<file path="src/rtl/mem_req_arbiter.sv">
// Round-robin arbiter sharing one fixed-latency memory port among NUM_CH
// requesters; one transaction in flight, completion signalled by a valid pulse.
module mem_req_arbiter #(
    parameter int NUM_CH  = 2,
    parameter int ADDR_W  = 12,
    parameter int DATA_W  = 32,
    parameter int MEM_LAT = 1
) (
    input  logic                         clk,
    input  logic                         rst,
    input  logic [NUM_CH-1:0]            ch_request,
    input  logic [NUM_CH-1:0]            ch_we_re,
    input  logic [NUM_CH*DATA_W/8-1:0]   ch_mask,
    input  logic [NUM_CH*ADDR_W-1:0]     ch_address,
    input  logic [NUM_CH*DATA_W-1:0]     ch_data_in,
    output logic [NUM_CH-1:0]            ch_valid,
    output logic [DATA_W-1:0]            ch_data_out,
    output logic                         busy,
    output logic                         mem_request,
    output logic                         mem_we_re,
    output logic [DATA_W/8-1:0]          mem_mask,
    output logic [ADDR_W-1:0]            mem_address,
    output logic [DATA_W-1:0]            mem_data_in,
    input  logic [DATA_W-1:0]            mem_data_out
);

    localparam int MASK_W = DATA_W / 8;
    localparam int GW     = (NUM_CH > 1) ? $clog2(NUM_CH) : 1;
    localparam int CNT_W  = (MEM_LAT > 1) ? $clog2(MEM_LAT) : 1;

    typedef enum logic [1:0] {
        S_IDLE  = 2'd0,
        S_ISSUE = 2'd1,
        S_WAIT  = 2'd2,
        S_RESP  = 2'd3
    } state_e;

    state_e              state_q, state_d;
    logic [CNT_W-1:0]    cnt_q, cnt_d;
    logic [GW-1:0]       grant_q, grant_d;
    logic                mem_we_q, mem_we_d;
    logic [MASK_W-1:0]   mem_mask_q, mem_mask_d;
    logic [ADDR_W-1:0]   mem_addr_q, mem_addr_d;
    logic [DATA_W-1:0]   mem_wdata_q, mem_wdata_d;
    logic [DATA_W-1:0]   rdata_q, rdata_d;

    logic                pick_valid;
    logic [GW-1:0]       pick;

    // grant_q doubles as last_grant: the search starts one past it.
    always_comb begin
        pick_valid = 1'b0;
        pick       = grant_q;
        for (int k = 1; k <= NUM_CH; k++) begin
            if (!pick_valid && ch_request[(int'(grant_q) + k) % NUM_CH]) begin
                pick_valid = 1'b1;
                pick       = GW'((int'(grant_q) + k) % NUM_CH);
            end
        end
    end

    always_ff @(posedge clk or negedge rst) begin
        if (!rst) begin
            state_q     <= S_IDLE;
            cnt_q       <= '0;
            grant_q     <= GW'(NUM_CH - 1);
            mem_we_q    <= 1'b0;
            mem_mask_q  <= '0;
            mem_addr_q  <= '0;
            mem_wdata_q <= '0;
            rdata_q     <= '0;
        end else begin
            state_q     <= state_d;
            cnt_q       <= cnt_d;
            grant_q     <= grant_d;
            mem_we_q    <= mem_we_d;
            mem_mask_q  <= mem_mask_d;
            mem_addr_q  <= mem_addr_d;
            mem_wdata_q <= mem_wdata_d;
            rdata_q     <= rdata_d;
        end
    end

    // WAIT always lasts at least one cycle so the final WAIT cycle is exactly
    // MEM_LAT cycles after ISSUE; read data is captured on the edge into RESP.
    always_comb begin
        state_d     = state_q;
        cnt_d       = cnt_q;
        grant_d     = grant_q;
        mem_we_d    = mem_we_q;
        mem_mask_d  = mem_mask_q;
        mem_addr_d  = mem_addr_q;
        mem_wdata_d = mem_wdata_q;
        rdata_d     = rdata_q;
        case (state_q)
            S_IDLE: begin
                if (pick_valid) begin
                    grant_d     = pick;
                    mem_we_d    = ch_we_re[pick];
                    mem_mask_d  = ch_mask[int'(pick)*MASK_W +: MASK_W];
                    mem_addr_d  = ch_address[int'(pick)*ADDR_W +: ADDR_W];
                    mem_wdata_d = ch_data_in[int'(pick)*DATA_W +: DATA_W];
                    state_d     = S_ISSUE;
                end
            end
            S_ISSUE: begin
                cnt_d   = CNT_W'(MEM_LAT - 1);
                state_d = S_WAIT;
            end
            S_WAIT: begin
                if (cnt_q == '0) begin
                    if (!mem_we_q) begin
                        rdata_d = mem_data_out;
                    end
                    state_d = S_RESP;
                end else begin
                    cnt_d = cnt_q - 1'b1;
                end
            end
            S_RESP: begin
                state_d = S_IDLE;
            end
            default: begin
                state_d = S_IDLE;
            end
        endcase
    end

    always_comb begin
        ch_valid    = '0;
        mem_request = (state_q == S_ISSUE);
        busy        = (state_q != S_IDLE);
        if (state_q == S_RESP) begin
            ch_valid[grant_q] = 1'b1;
        end
    end

    assign ch_data_out = rdata_q;
    assign mem_we_re   = mem_we_q;
    assign mem_mask    = mem_mask_q;
    assign mem_address = mem_addr_q;
    assign mem_data_in = mem_wdata_q;

endmodule

</file>
<file path="config.mk">
export PLATFORM = sky130hd
export DESIGN_NAME = mem_req_arbiter
export DESIGN_NICKNAME = d
export VERILOG_FILES = /design/src/rtl/mem_req_arbiter.sv
export SDC_FILE = /design/constraint.sdc
export NUM_CORES = 1
export LEC_CHECK = 0
export ABC_AREA = 1
export CAP_MARGIN = 0
export CORE_MARGIN = 10
export CORE_UTILIZATION = 40
export CTS_CLUSTER_DIAMETER = 30
export DETAILED_ROUTE_END_ITERATION = 6
export PLACE_DENSITY_LB_ADDON = 0.2
export SYNTH_ARGS = -nofsm -noshare
export SYNTH_HDL_FRONTEND = slang
export SYNTH_SLANG_ARGS = --single-unit
</file>
<file path="constraint.sdc">
create_clock -name clk -period 1.83 [get_ports clk]
set_input_delay 0.2745 -clock clk [delete_from_list [all_inputs] [get_ports clk]]
set_output_delay 0.2745 -clock clk [all_outputs]
set_load 0.1 [all_outputs]
</file>
## Word-level counts from Yosys, hierarchy flattened

Index checks and enable logic that the tools add are counted.

| word-level totals | value |
|---|---|
| output and inout bits | 85 |
| register bits after elaboration | 85 |

| operators by class | value |
|---|---|
| add/subtract/negate cells | 3 |
| bitwise gates (word level) | 4 |
| muxes and demuxes | 20 |
| magnitude comparators | 5 |
| equal/unequal tests | 5 |
| shift-type cells | 3 |
| multiply operators | 1 |
| reduce and logical (&&, ||, !) cells | 9 |

Operators with widths:

| operator | count |
|---|---|
| 64-bit by 7-bit variable part select with 32-bit output | 1 |
| 24-bit by 6-bit variable part select with 12-bit output | 1 |
| 1-bit 2-to-1 mux | 14 |
| 2-bit case mux with 4 select lines | 1 |
| 8-bit by 4-bit variable part select with 4-bit output | 1 |
| 2-bit by 3-bit less-than comparator with 1-bit output, second input constant | 2 |
| 2-bit 2-to-1 mux | 3 |
| 2-bit equality test, second input constant | 2 |
| 1-bit by 2-bit less-than comparator with 1-bit output, second input constant | 2 |
| 2-bit != test, second input constant | 2 |
| 2-bit AND reduction | 2 |
| 2-bit nonzero test | 2 |
| 1-bit by 2-bit multiplier with 3-bit output, second input constant | 1 |
| 3-bit AND reduction | 1 |
| 1-bit adder, second input constant | 2 |
| 1-bit bitwise AND, first input constant | 2 |
| 2-bit by 1-bit equality test with 1-bit output, second input constant | 1 |
| 1-bit logical AND | 2 |
| 2-bit logical NOT | 1 |
| 1-bit NOT | 2 |
| 1-bit case mux with 2 select lines | 1 |
| 1-bit demux with 1-bit select | 1 |
| 1-bit >= comparator, second input constant | 1 |
| 1-bit logical NOT | 1 |
| 1-bit subtractor, second input constant | 1 |

## Logic depth before layout (Yosys ltp)

| depth | value |
|---|---|
| depth in word-level cells | 11 |
| gate-level depth with buffers | 9 |

## Least setup slack after synthesis

OpenSTA, ideal clock, no wires.

| path | value |
|---|---|
| path type | flip-flop to output port |
| start | reg state_q[0] |
| end | out ch_valid[0] |
| required time | 1.556 ns |
| data arrival time | 1.805 ns |
| path slack | -0.250 ns |
| stages on the path, launching flop included | 4 |
| path buffers | 0 |
| path through | dfrtp_1 -> ha_1 -> inv_1 -> nor2_1 |

| on the way | value |
|---|---|
| cells in the longest elaborated chain, start to end | 2 |

RTL lines:

| element | RTL line | text |
|---|---|---|
| start: declaration | 38 | `state_e state_q, state_d;` |
| start signal: assignment | 73 | `state_q <= state_d;` |
| 2-bit equality test | 133 | `if (state_q == S_RESP) begin` |
| 2-bit 2-to-1 mux | 133 |  |
| end: declaration | 16 | `output logic [NUM_CH-1:0] ch_valid,` |

No other way between the ends.

## Worst setup path in the final report

| path | value |
|---|---|
| start | reg state_q[0] |
| end | out busy |

| on the way | value |
|---|---|
| cells in the longest elaborated chain, start to end | 1 |

RTL lines:

| element | RTL line | text |
|---|---|---|
| 2-bit nonzero test | 132 | `busy = (state_q != S_IDLE);` |
| end: declaration | 18 | `output logic busy,` |

No other way between the ends.

==> results.rst <==
.. list-table::
   :header-rows: 1

   * - Metric
     - Value
   * - Final cell area excluding filler cells
     - 6730 um^2
   * - Dominant combinational cell family by area after synthesis
     - simple AND/OR/NAND/NOR gates
   * - Global routing usage summed across all routing layers
     - 0.199
   * - Worst path arrival time
     - 1360 ps
   * - Antenna violations before repair
     - 0
   * - Via total after detailed routing
     - 4466
   * - Post-synthesis adder-cell area fraction
     - 0.0146
   * - Number of enable-type register cells in the synthesized netlist
     - 0
   * - Max-slew headroom
     - 0.644
   * - Post-route fraction of the period consumed by the critical path
     - 0.895
   * - Clock Sinks
     - 84
   * - Starting DRC count in detailed routing
     - 409
   * - Setup repair after global routing missed its margin
     - false
   * - Final-report setup violation count
     - 0
   * - Synthesized netlist cell count
     - 545
   * - Effective utilization at floorplan
     - 0.412
   * - Total half-perimeter wirelength after legalization and detailed placement
     - 11.8 mm
   * - Global-route wire length before repair
     - 24.4 mm
   * - Fraction of registers with async set/reset
     - 1.00
   * - Number of nets in the synthesized netlist
     - 684
   * - Worst clock skew
     - 17.1 ps
   * - Drt total wl
     - 15.4 mm
   * - Share of layout cells above drive strength 1
     - 0.174
   * - Chip width
     - 123 um
   * - Fraction of the mapped netlist area in simple logic gates
     - 0.394
   * - Fraction of synthesized area in multiplexers
     - 0
   * - Number of warnings reported in the yosys synthesis log
     - 0
   * - Category of the worst setup path launch point
     - flop
   * - Layout Nets
     - 893
   * - Predominant post-synthesis flop cell
     - dfrtp_1
   * - # diodes
     - 0
   * - Placeable core area
     - 10400 um^2
   * - Gates resized, CTS repair
     - 0
   * - DR pass1 iterations
     - 4
   * - Total count of hold-check failures in the final report
     - 0
   * - Via count of the first global-routing pass
     - 4717
   * - Kind of capture point of the worst setup path
     - output pin
   * - Max Fanout on Critical Path
     - 4
   * - Total gr overflow
     - 0
   * - Count of port buffers added during placement
     - 218
   * - Classification of the worst-slack hold path
     - in2async
   * - Wire length per cell
     - 17.3 um
   * - Die extent in y
     - 123 um
   * - Placed cell areas
     - 6540 um^2
   * - Clock transition at path regs
     - 90 ps
   * - Run status
     - finished, final reports clean
   * - Maximum number of pins on one net before global-route repair
     - 38
   * - Distinct cells, synth
     - 17
   * - Synthesized-area fraction occupied by xor and xnor cells
     - 0
   * - Die Footprint
     - 15200 um^2
   * - Fillcell total
     - 898
   * - Post-route ant nets
     - 0
   * - Worst Tran Pin Value
     - 533 ps
   * - Area growth from synthesis to layout
     - 57.4%
   * - Number of H-tree levels
     - 3
   * - Via density per instance
     - 4.99
   * - Skew-Pair Late Insertion Delay
     - 370 ps
   * - CTS Buffer Depth
     - 2
   * - Worst setup path class
     - reg2out
   * - Max frequency
     - 0.610 GHz
   * - Synth Area in Compound Gates
     - 0.00468
   * - Number of buffers added by the clock tree synthesis step
     - 9
   * - Sum Neg Setup Slack
     - 0 ps
   * - Clock tree from TritonCTS
     - done
   * - Residual DRC
     - 0
   * - Post-layout min period
     - 1640 ps
   * - Seq/Total Area, Yosys
     - 0.492
   * - Worst EP required
     - 1560 ps
   * - Post-synthesis instance area
     - 4280 um^2
   * - Cell Rows
     - 37
   * - Count of max-cap constraint violations
     - 0
   * - Slew Limit Fails
     - 0
   * - Synthesized area divided by synthesized cell count
     - 7.85 um^2
   * - Routability-driven placement congestion ratio
     - 0.813
   * - Clock root buffer
     - clkbuf_8
   * - I/O pins
     - 219
   * - Synth Register Bits
     - 84
[routing by layer]
layer,share of wire,wire length [um],global-route usage
met5,0,0,0
met4,0.017,269,0.0706
met3,0.086,1330,0.0606
met2,0.50,7750,0.336
met1,0.39,6100,0.235
[cell usage after synthesis, types with 4 or more instances]
cell / count / area [um^2]
dfrtp_1: 83 / 2080
buf_4: 5 / 37.5
clkbuf_1: 22 / 82.6
nand2_1: 169 / 634
nand3_1: 131 / 656
nand3b_1: 49 / 368
inv_2: 4 / 15.0
ha_1: 5 / 62.6
o21ai_0: 4 / 20.0
buf_2: 12 / 60.1
inv_1: 55 / 206
[area by class of cell]
| type | count | area (um^2) | share of cell area |
|---|---|---|---|
| Clock buffer | 9 | 124 | 0.0184 |
| Sequential cell | 84 | 2100 | 0.312 |
| Multi-Input combinational cell | 362 | 1780 | 0.264 |
| Inverter | 59 | 221 | 0.0329 |
| Tap cell | 136 | 170 | 0.0253 |
| Timing Repair Buffer | 238 | 2280 | 0.339 |
| Clock inverter | 7 | 56.3 | 0.00836 |
[repair_timing]
action                                 CTS  global route
endpoints found under the hold margin   34             0
buffers inserted                         0             0
hold buffers                             1             0
[worst paths after layout]
kind                                   end  slack [ps]              from  cells after the start
setup / recovery                      busy         190        state_q[0]                      4
hold / removal              mem_data_in[7]         440               rst                      2
setup reg to reg            mem_address[6]         230        state_q[0]                      7
hold reg to reg            ch_data_out[14]         480   ch_data_out[14]                      2
max in group asynchronous   ch_data_out[8]         850               rst                      3
min in group clk           ch_data_out[20]         450  mem_data_out[20]                      3
[cells by family (layout without fill, tap and decap cells)]
group | after synthesis | after routing
AO/OA/AOI/OAI | 4 | 4
AND/OR/NAND/NOR | 353 | 353
buffers and inverters | 99 | 313
flip-flops | 84 | 84
adder cells (fa/ha/maj) | 5 | 5
[stage by stage]
step                      setup WS [ps]  std cells  hold WS, ps   util
after floorplan                    30.8        545        -21.1      -
after global placement              229        878          287  0.631
after detailed placement            155        878          294  0.631
after CTS                           179        895          453  0.649
after global routing                107        895          440  0.649
final                               192        895          438  0.649
[placed cells by master (no fill, tap or decap), types with 2 or more instances in the layout]
cell and n:
ha_1 5, nor2_2 2, inv_2 4, clkbuf_8 9, o21ai_0 4, buf_12 13, nand3_1 131, nand3b_1 49
buf_4 92, dfrtp_1 83, clkdlybuf4s50_1 132, nand2_1 167, inv_1 55, inv_6 4, nand2_2 3
[flip-flops by register name (all words and copies together) (netlist names)]
register	count
ch_data_out	32
mem_data_in	32
mem_address	12
mem_mask	4
state_q	2
grant_q	1
mem_we_re	1
[worst max-delay path: stages, from the launching register on]
cell	delay, ps
dfrtp_1	380
inv_1	100
ha_1	230
inv_2	110
buf_12	180
Power is left out: the tool's default activity adds up to more than one toggle a clock period on the data nets, which glitch-free logic cannot reach.
